## src/rtl/alu_rs.sv

```systemverilog
// rtl/alu_rs.sv - ALU/branch reservation station with CDB wakeup and in-order-by-index issue
//
// Purpose: holds up to ENTRIES dispatched ALU/branch/jump instructions until
// both source operands are available. It then issues the lowest-index ready
// slot, one per cycle, to the execute unit through registered ex_* outputs.
//
// Ports:
//   clk, rst                     clock, asynchronous active-high reset
//   dispatch_en_i, OP_i, Funct7_i, Funct3_i, Imm_i, pc_i, ROB_id_i
//                                instruction dispatched into a free slot
//   Qj_busy_i/Qj_i/Vj_i          operand A: pending flag, producer tag, value
//   Qk_busy_i/Qk_i/Vk_i          operand B: pending flag, producer tag, value
//   full_o                       every slot is occupied
//   cdb_en_i/cdb_id_ROB_i/cdb_data_i
//                                common data bus result broadcast
//   flush_i                      discard all slots and this cycle's issue
//   ex_en_o, ex_A_o, ex_B_o, ex_Imm_o, ex_pc_o, ex_OP_o, ex_Funct7_o,
//   ex_Funct3_o, ex_ROB_id_o     registered issue to the execute unit
module alu_rs #(
    parameter int ENTRIES = 8
) (
    input  logic        clk,
    input  logic        rst,
    input  logic        dispatch_en_i,
    input  logic [6:0]  OP_i,
    input  logic [6:0]  Funct7_i,
    input  logic [2:0]  Funct3_i,
    input  logic [31:0] Imm_i,
    input  logic [31:0] pc_i,
    input  logic [4:0]  ROB_id_i,
    input  logic        Qj_busy_i,
    input  logic [4:0]  Qj_i,
    input  logic [31:0] Vj_i,
    input  logic        Qk_busy_i,
    input  logic [4:0]  Qk_i,
    input  logic [31:0] Vk_i,
    output logic        full_o,
    input  logic        cdb_en_i,
    input  logic [4:0]  cdb_id_ROB_i,
    input  logic [31:0] cdb_data_i,
    input  logic        flush_i,
    output logic        ex_en_o,
    output logic [31:0] ex_A_o,
    output logic [31:0] ex_B_o,
    output logic [31:0] ex_Imm_o,
    output logic [31:0] ex_pc_o,
    output logic [6:0]  ex_OP_o,
    output logic [6:0]  ex_Funct7_o,
    output logic [2:0]  ex_Funct3_o,
    output logic [4:0]  ex_ROB_id_o
);
    localparam int IW = $clog2(ENTRIES);

    // Slot storage
    logic [ENTRIES-1:0] busy_q, busy_d;
    logic [ENTRIES-1:0] qj_busy_q, qj_busy_d;
    logic [ENTRIES-1:0] qk_busy_q, qk_busy_d;
    logic [6:0]  op_q  [ENTRIES];
    logic [6:0]  op_d  [ENTRIES];
    logic [6:0]  f7_q  [ENTRIES];
    logic [6:0]  f7_d  [ENTRIES];
    logic [2:0]  f3_q  [ENTRIES];
    logic [2:0]  f3_d  [ENTRIES];
    logic [31:0] imm_q [ENTRIES];
    logic [31:0] imm_d [ENTRIES];
    logic [31:0] pc_q  [ENTRIES];
    logic [31:0] pc_d  [ENTRIES];
    logic [4:0]  rob_q [ENTRIES];
    logic [4:0]  rob_d [ENTRIES];
    logic [31:0] vj_q  [ENTRIES];
    logic [31:0] vj_d  [ENTRIES];
    logic [31:0] vk_q  [ENTRIES];
    logic [31:0] vk_d  [ENTRIES];
    logic [4:0]  qj_q  [ENTRIES];
    logic [4:0]  qj_d  [ENTRIES];
    logic [4:0]  qk_q  [ENTRIES];
    logic [4:0]  qk_d  [ENTRIES];

    // Issue output registers
    logic        ex_en_q, ex_en_d;
    logic [31:0] ex_a_q, ex_a_d, ex_b_q, ex_b_d, ex_imm_q, ex_imm_d, ex_pc_q, ex_pc_d;
    logic [6:0]  ex_op_q, ex_op_d, ex_f7_q, ex_f7_d;
    logic [2:0]  ex_f3_q, ex_f3_d;
    logic [4:0]  ex_rob_q, ex_rob_d;

    logic [ENTRIES-1:0] ready_vec;
    logic [IW-1:0]      free_idx, issue_idx;
    logic               issue_found;
    logic               do_dispatch, do_issue;
    logic               byp_j, byp_k;
    logic [31:0]        vj_in, vk_in;

    assign full_o    = &busy_q;
    assign ready_vec = busy_q & ~qj_busy_q & ~qk_busy_q;

    // Lowest-index priority encoders: scanning downward lets the lowest match win.
    always_comb begin
        free_idx    = '0;
        issue_idx   = '0;
        issue_found = 1'b0;
        for (int i = ENTRIES - 1; i >= 0; i--) begin
            if (!busy_q[i]) begin
                free_idx = IW'(i);
            end
            if (ready_vec[i]) begin
                issue_idx   = IW'(i);
                issue_found = 1'b1;
            end
        end
    end

    assign do_dispatch = dispatch_en_i & ~full_o & ~flush_i;
    assign do_issue    = issue_found & ~flush_i;

    // An operand whose producer is broadcasting this very cycle would otherwise
    // miss the wakeup, since the slot is not busy yet when the CDB is compared.
    assign byp_j = Qj_busy_i & cdb_en_i & (Qj_i == cdb_id_ROB_i);
    assign byp_k = Qk_busy_i & cdb_en_i & (Qk_i == cdb_id_ROB_i);
    assign vj_in = byp_j ? cdb_data_i : Vj_i;
    assign vk_in = byp_k ? cdb_data_i : Vk_i;

    always_comb begin
        busy_d    = busy_q;
        qj_busy_d = qj_busy_q;
        qk_busy_d = qk_busy_q;
        op_d  = op_q;
        f7_d  = f7_q;
        f3_d  = f3_q;
        imm_d = imm_q;
        pc_d  = pc_q;
        rob_d = rob_q;
        vj_d  = vj_q;
        vk_d  = vk_q;
        qj_d  = qj_q;
        qk_d  = qk_q;

        // Wakeup of waiting operands in occupied slots
        for (int i = 0; i < ENTRIES; i++) begin
            if (cdb_en_i && busy_q[i] && qj_busy_q[i] && (qj_q[i] == cdb_id_ROB_i)) begin
                vj_d[i]      = cdb_data_i;
                qj_busy_d[i] = 1'b0;
            end
            if (cdb_en_i && busy_q[i] && qk_busy_q[i] && (qk_q[i] == cdb_id_ROB_i)) begin
                vk_d[i]      = cdb_data_i;
                qk_busy_d[i] = 1'b0;
            end
        end

        // Dispatch targets a free slot and issue a ready (busy) one, so they never collide.
        if (do_dispatch) begin
            busy_d[free_idx]    = 1'b1;
            op_d[free_idx]      = OP_i;
            f7_d[free_idx]      = Funct7_i;
            f3_d[free_idx]      = Funct3_i;
            imm_d[free_idx]     = Imm_i;
            pc_d[free_idx]      = pc_i;
            rob_d[free_idx]     = ROB_id_i;
            vj_d[free_idx]      = vj_in;
            vk_d[free_idx]      = vk_in;
            qj_d[free_idx]      = Qj_i;
            qk_d[free_idx]      = Qk_i;
            qj_busy_d[free_idx] = Qj_busy_i & ~byp_j;
            qk_busy_d[free_idx] = Qk_busy_i & ~byp_k;
        end

        if (do_issue) begin
            busy_d[issue_idx] = 1'b0;
        end

        if (flush_i) begin
            busy_d = '0;
        end
    end

    // Data fields hold their last values when nothing issues.
    always_comb begin
        ex_en_d  = do_issue;
        ex_a_d   = ex_a_q;
        ex_b_d   = ex_b_q;
        ex_imm_d = ex_imm_q;
        ex_pc_d  = ex_pc_q;
        ex_op_d  = ex_op_q;
        ex_f7_d  = ex_f7_q;
        ex_f3_d  = ex_f3_q;
        ex_rob_d = ex_rob_q;
        if (do_issue) begin
            ex_a_d   = vj_q[issue_idx];
            ex_b_d   = vk_q[issue_idx];
            ex_imm_d = imm_q[issue_idx];
            ex_pc_d  = pc_q[issue_idx];
            ex_op_d  = op_q[issue_idx];
            ex_f7_d  = f7_q[issue_idx];
            ex_f3_d  = f3_q[issue_idx];
            ex_rob_d = rob_q[issue_idx];
        end
    end

    always_ff @(posedge clk or posedge rst) begin
        if (rst) begin
            busy_q    <= '0;
            qj_busy_q <= '0;
            qk_busy_q <= '0;
            for (int i = 0; i < ENTRIES; i++) begin
                op_q[i]  <= '0;
                f7_q[i]  <= '0;
                f3_q[i]  <= '0;
                imm_q[i] <= '0;
                pc_q[i]  <= '0;
                rob_q[i] <= '0;
                vj_q[i]  <= '0;
                vk_q[i]  <= '0;
                qj_q[i]  <= '0;
                qk_q[i]  <= '0;
            end
            ex_en_q  <= 1'b0;
            ex_a_q   <= '0;
            ex_b_q   <= '0;
            ex_imm_q <= '0;
            ex_pc_q  <= '0;
            ex_op_q  <= '0;
            ex_f7_q  <= '0;
            ex_f3_q  <= '0;
            ex_rob_q <= '0;
        end else begin
            busy_q    <= busy_d;
            qj_busy_q <= qj_busy_d;
            qk_busy_q <= qk_busy_d;
            op_q  <= op_d;
            f7_q  <= f7_d;
            f3_q  <= f3_d;
            imm_q <= imm_d;
            pc_q  <= pc_d;
            rob_q <= rob_d;
            vj_q  <= vj_d;
            vk_q  <= vk_d;
            qj_q  <= qj_d;
            qk_q  <= qk_d;
            ex_en_q  <= ex_en_d;
            ex_a_q   <= ex_a_d;
            ex_b_q   <= ex_b_d;
            ex_imm_q <= ex_imm_d;
            ex_pc_q  <= ex_pc_d;
            ex_op_q  <= ex_op_d;
            ex_f7_q  <= ex_f7_d;
            ex_f3_q  <= ex_f3_d;
            ex_rob_q <= ex_rob_d;
        end
    end

    assign ex_en_o     = ex_en_q;
    assign ex_A_o      = ex_a_q;
    assign ex_B_o      = ex_b_q;
    assign ex_Imm_o    = ex_imm_q;
    assign ex_pc_o     = ex_pc_q;
    assign ex_OP_o     = ex_op_q;
    assign ex_Funct7_o = ex_f7_q;
    assign ex_Funct3_o = ex_f3_q;
    assign ex_ROB_id_o = ex_rob_q;

endmodule

```

## config.mk

```make
export PLATFORM = sky130hd
export DESIGN_NAME = alu_rs
export DESIGN_NICKNAME = d
export VERILOG_FILES = /design/src/rtl/alu_rs.sv
export SDC_FILE = /design/constraint.sdc
export NUM_CORES = 2
export LEC_CHECK = 0
export ABC_AREA = 1
export BUFFER_PORTS_ARGS = -buffer_cell sky130_fd_sc_hd__buf_2
export CAP_MARGIN = 40
export CORE_MARGIN = 10
export CORE_UTILIZATION = 40
export CTS_CLUSTER_SIZE = 8
export DETAILED_ROUTE_END_ITERATION = 12
export SLEW_MARGIN = 20
export SYNTH_ARGS = -nofsm -noshare
export SYNTH_HDL_FRONTEND = slang
export SYNTH_SLANG_ARGS = --single-unit
```

## constraint.sdc

```tcl
create_clock -name clk -period 60 [get_ports clk]
set_clock_uncertainty 0.2 [all_clocks]
set_input_delay 12 -clock clk [delete_from_list [all_inputs] [get_ports clk]]
set_output_delay 12 -clock clk [all_outputs]
set_load 0.1 [all_outputs]
```

After elaboration in Yosys (flattened, before gate mapping)

Cells that the tools add are included.

Register bits after elaboration: 1455
Bits in latches: 0
Memory bits (writable): 0
Bits in read-only memories: 0
Input port bits: 204
Output and inout bits: 152
Word-level logic and storage cells: 296
Memories kept: 0

Add/sub/neg operators: 0
Multipliers: 0
Divide/modulo/power cells: 0
Magnitude comparators: 7
Eq/ne operators: 18
Shifts and indexed selects: 0
Mux-type cells: 113
Bitwise gates (word level): 22
Reductions and logical operators: 44

Operator list:

| operator                                   | count |
|---|---|
| 256-bit bitwise mux                        | 4 |
| 32-bit two-way mux                         | 27 |
| 256-bit two-way mux                        | 2 |
| 32-bit binary-select mux with 3-bit select | 4 |
| 40-bit bitwise mux                         | 3 |
| 56-bit bitwise mux                         | 2 |
| 32-bit demux with 3-bit select             | 1 |
| 5-bit == test                              | 18 |
| 3-bit two-way mux                          | 19 |
| 1-bit logical AND                          | 43 |
| 7-bit binary-select mux with 3-bit select  | 2 |
| 8-bit two-way mux                          | 5 |
| 7-bit two-way mux                          | 5 |
| 1-bit two-way mux                          | 26 |
| 8-bit bitwise AND                          | 3 |
| 24-bit bitwise mux                         | 1 |
| 8-bit inverter                             | 3 |
| 7-bit demux with 3-bit select              | 1 |
| 8-bit bitwise mux                          | 2 |
| 5-bit binary-select mux with 3-bit select  | 1 |
| 5-bit demux with 3-bit select              | 1 |
| 5-bit two-way mux                          | 3 |
| 1-bit bitwise AND                          | 9 |
| 3-bit binary-select mux with 3-bit select  | 1 |
| other kinds (10)                           | 18 |

Depth between registers and ports, before layout

Depth after elaboration: 19
Mapped depth: 15
Depth with buffers taken out: 13

Least setup slack after synthesis

No wires, ideal clock.

Path type: in2reg
From: input port cdb_id_ROB_i[2]
To: register vj_q[120] in the netlist's numbering
Library setup time: 141 ps
Data arrival time: 13421 ps
Slack: 46237 ps
Cell stages on the path: 8
Path through: buf_2 -> buf_4 -> xor2_1 -> nor4_2 -> nand2_1 -> clkbuf_1 -> nand2_1 -> a31oi_1

RTL lines:

| what                 | RTL line | source |
|---|---|---|
| start, declared      | 39       | `input logic [4:0] cdb_id_ROB_i,` |
| end signal, assigned | 234      | `vj_q <= vj_d;` |
| end, declared        | 70       | `logic [31:0] vj_q [ENTRIES];` |

==> flow_summary.json <==
{
  "ys.flop_type": "dfrtp_1",
  "status": "finished, final reports clean",
  "yosysSeqAreaShare": 0.5075,
  "synth_warnings": 0,
  "synth.top_cell.area_share": 0.5075,
  "min_path_cells": 2,
  "rsz0062_at_grt": "no",
  "overflow": 0,
  "r2r_end": "ex_B_o[29]",
  "fin_nets": 9794,
  "areaGrowthSynthToFinish_pct": 13.41,
  "cp_max_fo": 100,
  "pwr-share-clk": 0.325,
  "synth_edf_count": 0,
  "hold_class": "flip-flop to flip-flop",
  "nFillCells": 17830,
  "finalSetupViolCount": 0,
  "min_from": "ex_A_o[20]",
  "finalSetupTns_ns": 0,
  "slew_viol_final": 0,
  "clock.fmax_mhz": 67.39,
  "cts_buffers": 200,
  "synth_area_leaders": "dfrtp_1 (51%), nand2_1 (20%), o21ai_0 (7.3%), nand3_1 (7.1%), inv_1 (2.7%)",
  "maxCapViolations": 0,
  "grt_pass1_vias": 63420,
  "slew_headroom": 0.1896,
  "placed_area_mm2": 0.07559,
  "hold_viol": 0,
  "synth-async-reset-ratio": 1.000,
  "wl_per_cell_um": 21.88,
  "cts_hold_buffers": 0,
  "swShare": 0.3818,
  "dr.pass1.iters": 7,
  "drive_above_1_share": 0.08504,
  "start_util": 0.4021,
  "core-area_mm2": 0.1784,
  "pwr-share-comb": 0.276,
  "cts_buffer_depth": 3,
  "die_h_um": 443.5,
  "ant_nets": 0,
  "max_slew.worst_pin.slew_ns": 1.216,
  "htree_levels": 4,
  "ys_ff_latch": 1455,
  "pin_count": 356,
  "seq_power_share": 0.399,
  "p_per_area_mw_per_mm2": 38.85,
  "vias_per_cell": 5.478,
  "clk_latency_ns": 0.87,
  "grt_first_pass_wirelength_um": 399600,
  "drcViolationCount": 0,
  "drt-total-wl_um": 262100,
  "reg2reg_from": "qk_busy_q[4]",
  "grt_antenna_before_repair": 20,
  "syn_avg_cell_area_um2": 7.470,
  "power.leakage_nw": 40.80,
  "regToRegSetupSlack_ns": 53.89,
  "crit_type": "input port to asynchronous set/reset pin",
  "drt_iter0_drc": 7345,
  "peakVddDrop_uv": 35.74,
  "place.gp.congestion": 0.8344,
  "yosysTopAreaCell": "dfrtp_1",
  "period_share": 0.2473,
  "synth_cell_type_count": 37,
  "holdPathEnd": "ex_A_o[20]",
  "cp-end-kind": "asynchronous set/reset pin",
  "cts_resized": 0,
  "cts.sinks": 1455,
  "fin_crit_ns": 14.84,
  "root_buffer": "clkbuf_16",
  "arrival_ns": 15.63,
  "reg2reg_depth": 17,
  "startpoint_type": "input port",
  "synth_nets": 9808,
  "multiInputGateArea_mm2": 0.03034,
  "grt_usage": 0.2603,
  "p_sw_mw": 1.207,
  "port_buffers": 355,
  "seqCellArea_mm2": 0.03641,
  "syn_area_mm2": 0.07174,
  "syn_inst": 9604,
  "fin_area_mm2": 0.08137,
  "post-cts-setup-buffers": 0,
  "cts_tree": "done",
  "routed-via-count": 65610,
  "clk_pin_slew_worst_paths_ns": 0.05,
  "required_ns": 60.79,
  "rows": 155,
  "intPower_mw": 1.954,
  "grt_max_degree": 202,
  "place_hpwl_um": 149800,
  "die_x_um": 443.5,
  "dieArea_mm2": 0.1967
}
-- critical path: stages --
cell and delay, ns:
buf_2 0.13, inv_8 0.14, buf_16 0.38, buf_4 0.67, buf_4 0.54, buf_12 0.28
buf_4 0.59, buf_4 0.33, buf_16 0.29
-- power groups by stage --
stage / Sequential, mW / Combinational [mW] / Clock, mW
3_3_place_gp: 1.27 / 0.848 / 0
4_1_cts: 1.26 / 0.874 / 1.04
6_report: 1.26 / 0.873 / 1.03
5_1_grt: 1.28 / 0.953 / 1.08
3_5_place_dp: 1.27 / 0.872 / 0
2_1_floorplan: 1.57 / 0.362 / 0
-- stage by stage --
step	setup slack (ns)	total power, mW	util	instances	hold slack, ns
floorplan	6.763	1.931	-	9604	0.2534
global placement	43.74	2.118	0.4164	11680	0.2574
detailed placement	43.78	2.147	0.4237	11730	0.2612
CTS	44.68	3.179	0.4538	11950	0.2752
global route	44.73	3.320	0.4560	11970	0.2894
finish	45.16	3.161	0.4560	11980	0.2696
-- cell usage after synthesis, drive strengths merged (2+ instances only) --
library cell  count
nand2          3805
dfrtp          1455
o21ai          1340
nand3          1014
inv             528
clkbuf          372
buf             366
nor2            317
nand4           240
xor2             38
a31oi            32
a21oi            29
xnor2            18
o22ai            13
nor3              9
a211oi            8
nand3b            5
a221oi            4
nor3b             3
o211ai            3
a22oi             2
-- worst max path at each step --
stage,startpoint,depth (start not counted),end
after floorplan,rst,1,busy_q[0]
after global placement,rst,6,vk_q[143]
after detailed placement,rst,7,vk_q[143]
after CTS,rst,7,vk_q[145]
after global routing,rst,9,vk_q[145]
final,rst,9,vk_q[76]
-- area by class of cell --
class,count,share of cell area
diodes,14,0.0004306
clock buffers,202,0.06172
clock inverters,17,0.004229
inverters,528,0.02491
multi-input cells,6883,0.3729
flip-flops and latches,1455,0.4475
well taps,2355,0.03621
repair buffers,522,0.05213
-- cells by family after synthesis --
logic type,count (synthesis),share of synthesized area
AND/OR/NAND/NOR,5394,0.3100
flip-flops,1455,0.5075
AO/OA/AOI/OAI,1433,0.1028
buffers and inverters,1266,0.07290
XOR/XNOR,56,0.006837
-- registers in the layout (all words and copies together) (netlist names), 40 cells and up --
register	count
imm_q	256
op_q	56
pc_q	256
qk_q	40
rob_q	40
vj_q	256
qj_q	40
f7_q	56
vk_q	256
-- per-layer routing --
| layer | up-vias | global-route usage | part of all wire |
|---|---|---|---|
| li1 | 30780 | - | - |
| met1 | 31360 | 0.3378 | 0.41 |
| met2 | 2859 | 0.4224 | 0.46 |
| met3 | 604 | 0.04167 | 0.075 |
| met4 | 6 | 0.1274 | 0.047 |
| met5 | - | 0 | 0.00016 |
-- placed cells by master (no fill, tap or decap), types with 5 or more instances in the layout --
cell and count:
dfrtp_1 1455, o21ai_0 1052, xor2_1 38, diode_2 14, nor2_1 308, nor3_1 6
nand3b_1 5, inv_2 10, o21ai_1 266, o22ai_1 13, a211oi_1 8, buf_16 45
nand3_4 5, nand4_1 240, buf_4 96, a31oi_1 32, nand2_1 3795, buf_12 23
buf_2 355, xnor2_1 18, clkbuf_16 200, nor2_4 8, a21oi_1 27, o21ai_2 22
nand3_1 1005, inv_1 509, clkinv_16 6
Note: power is estimated with default switching activity, not from simulation.
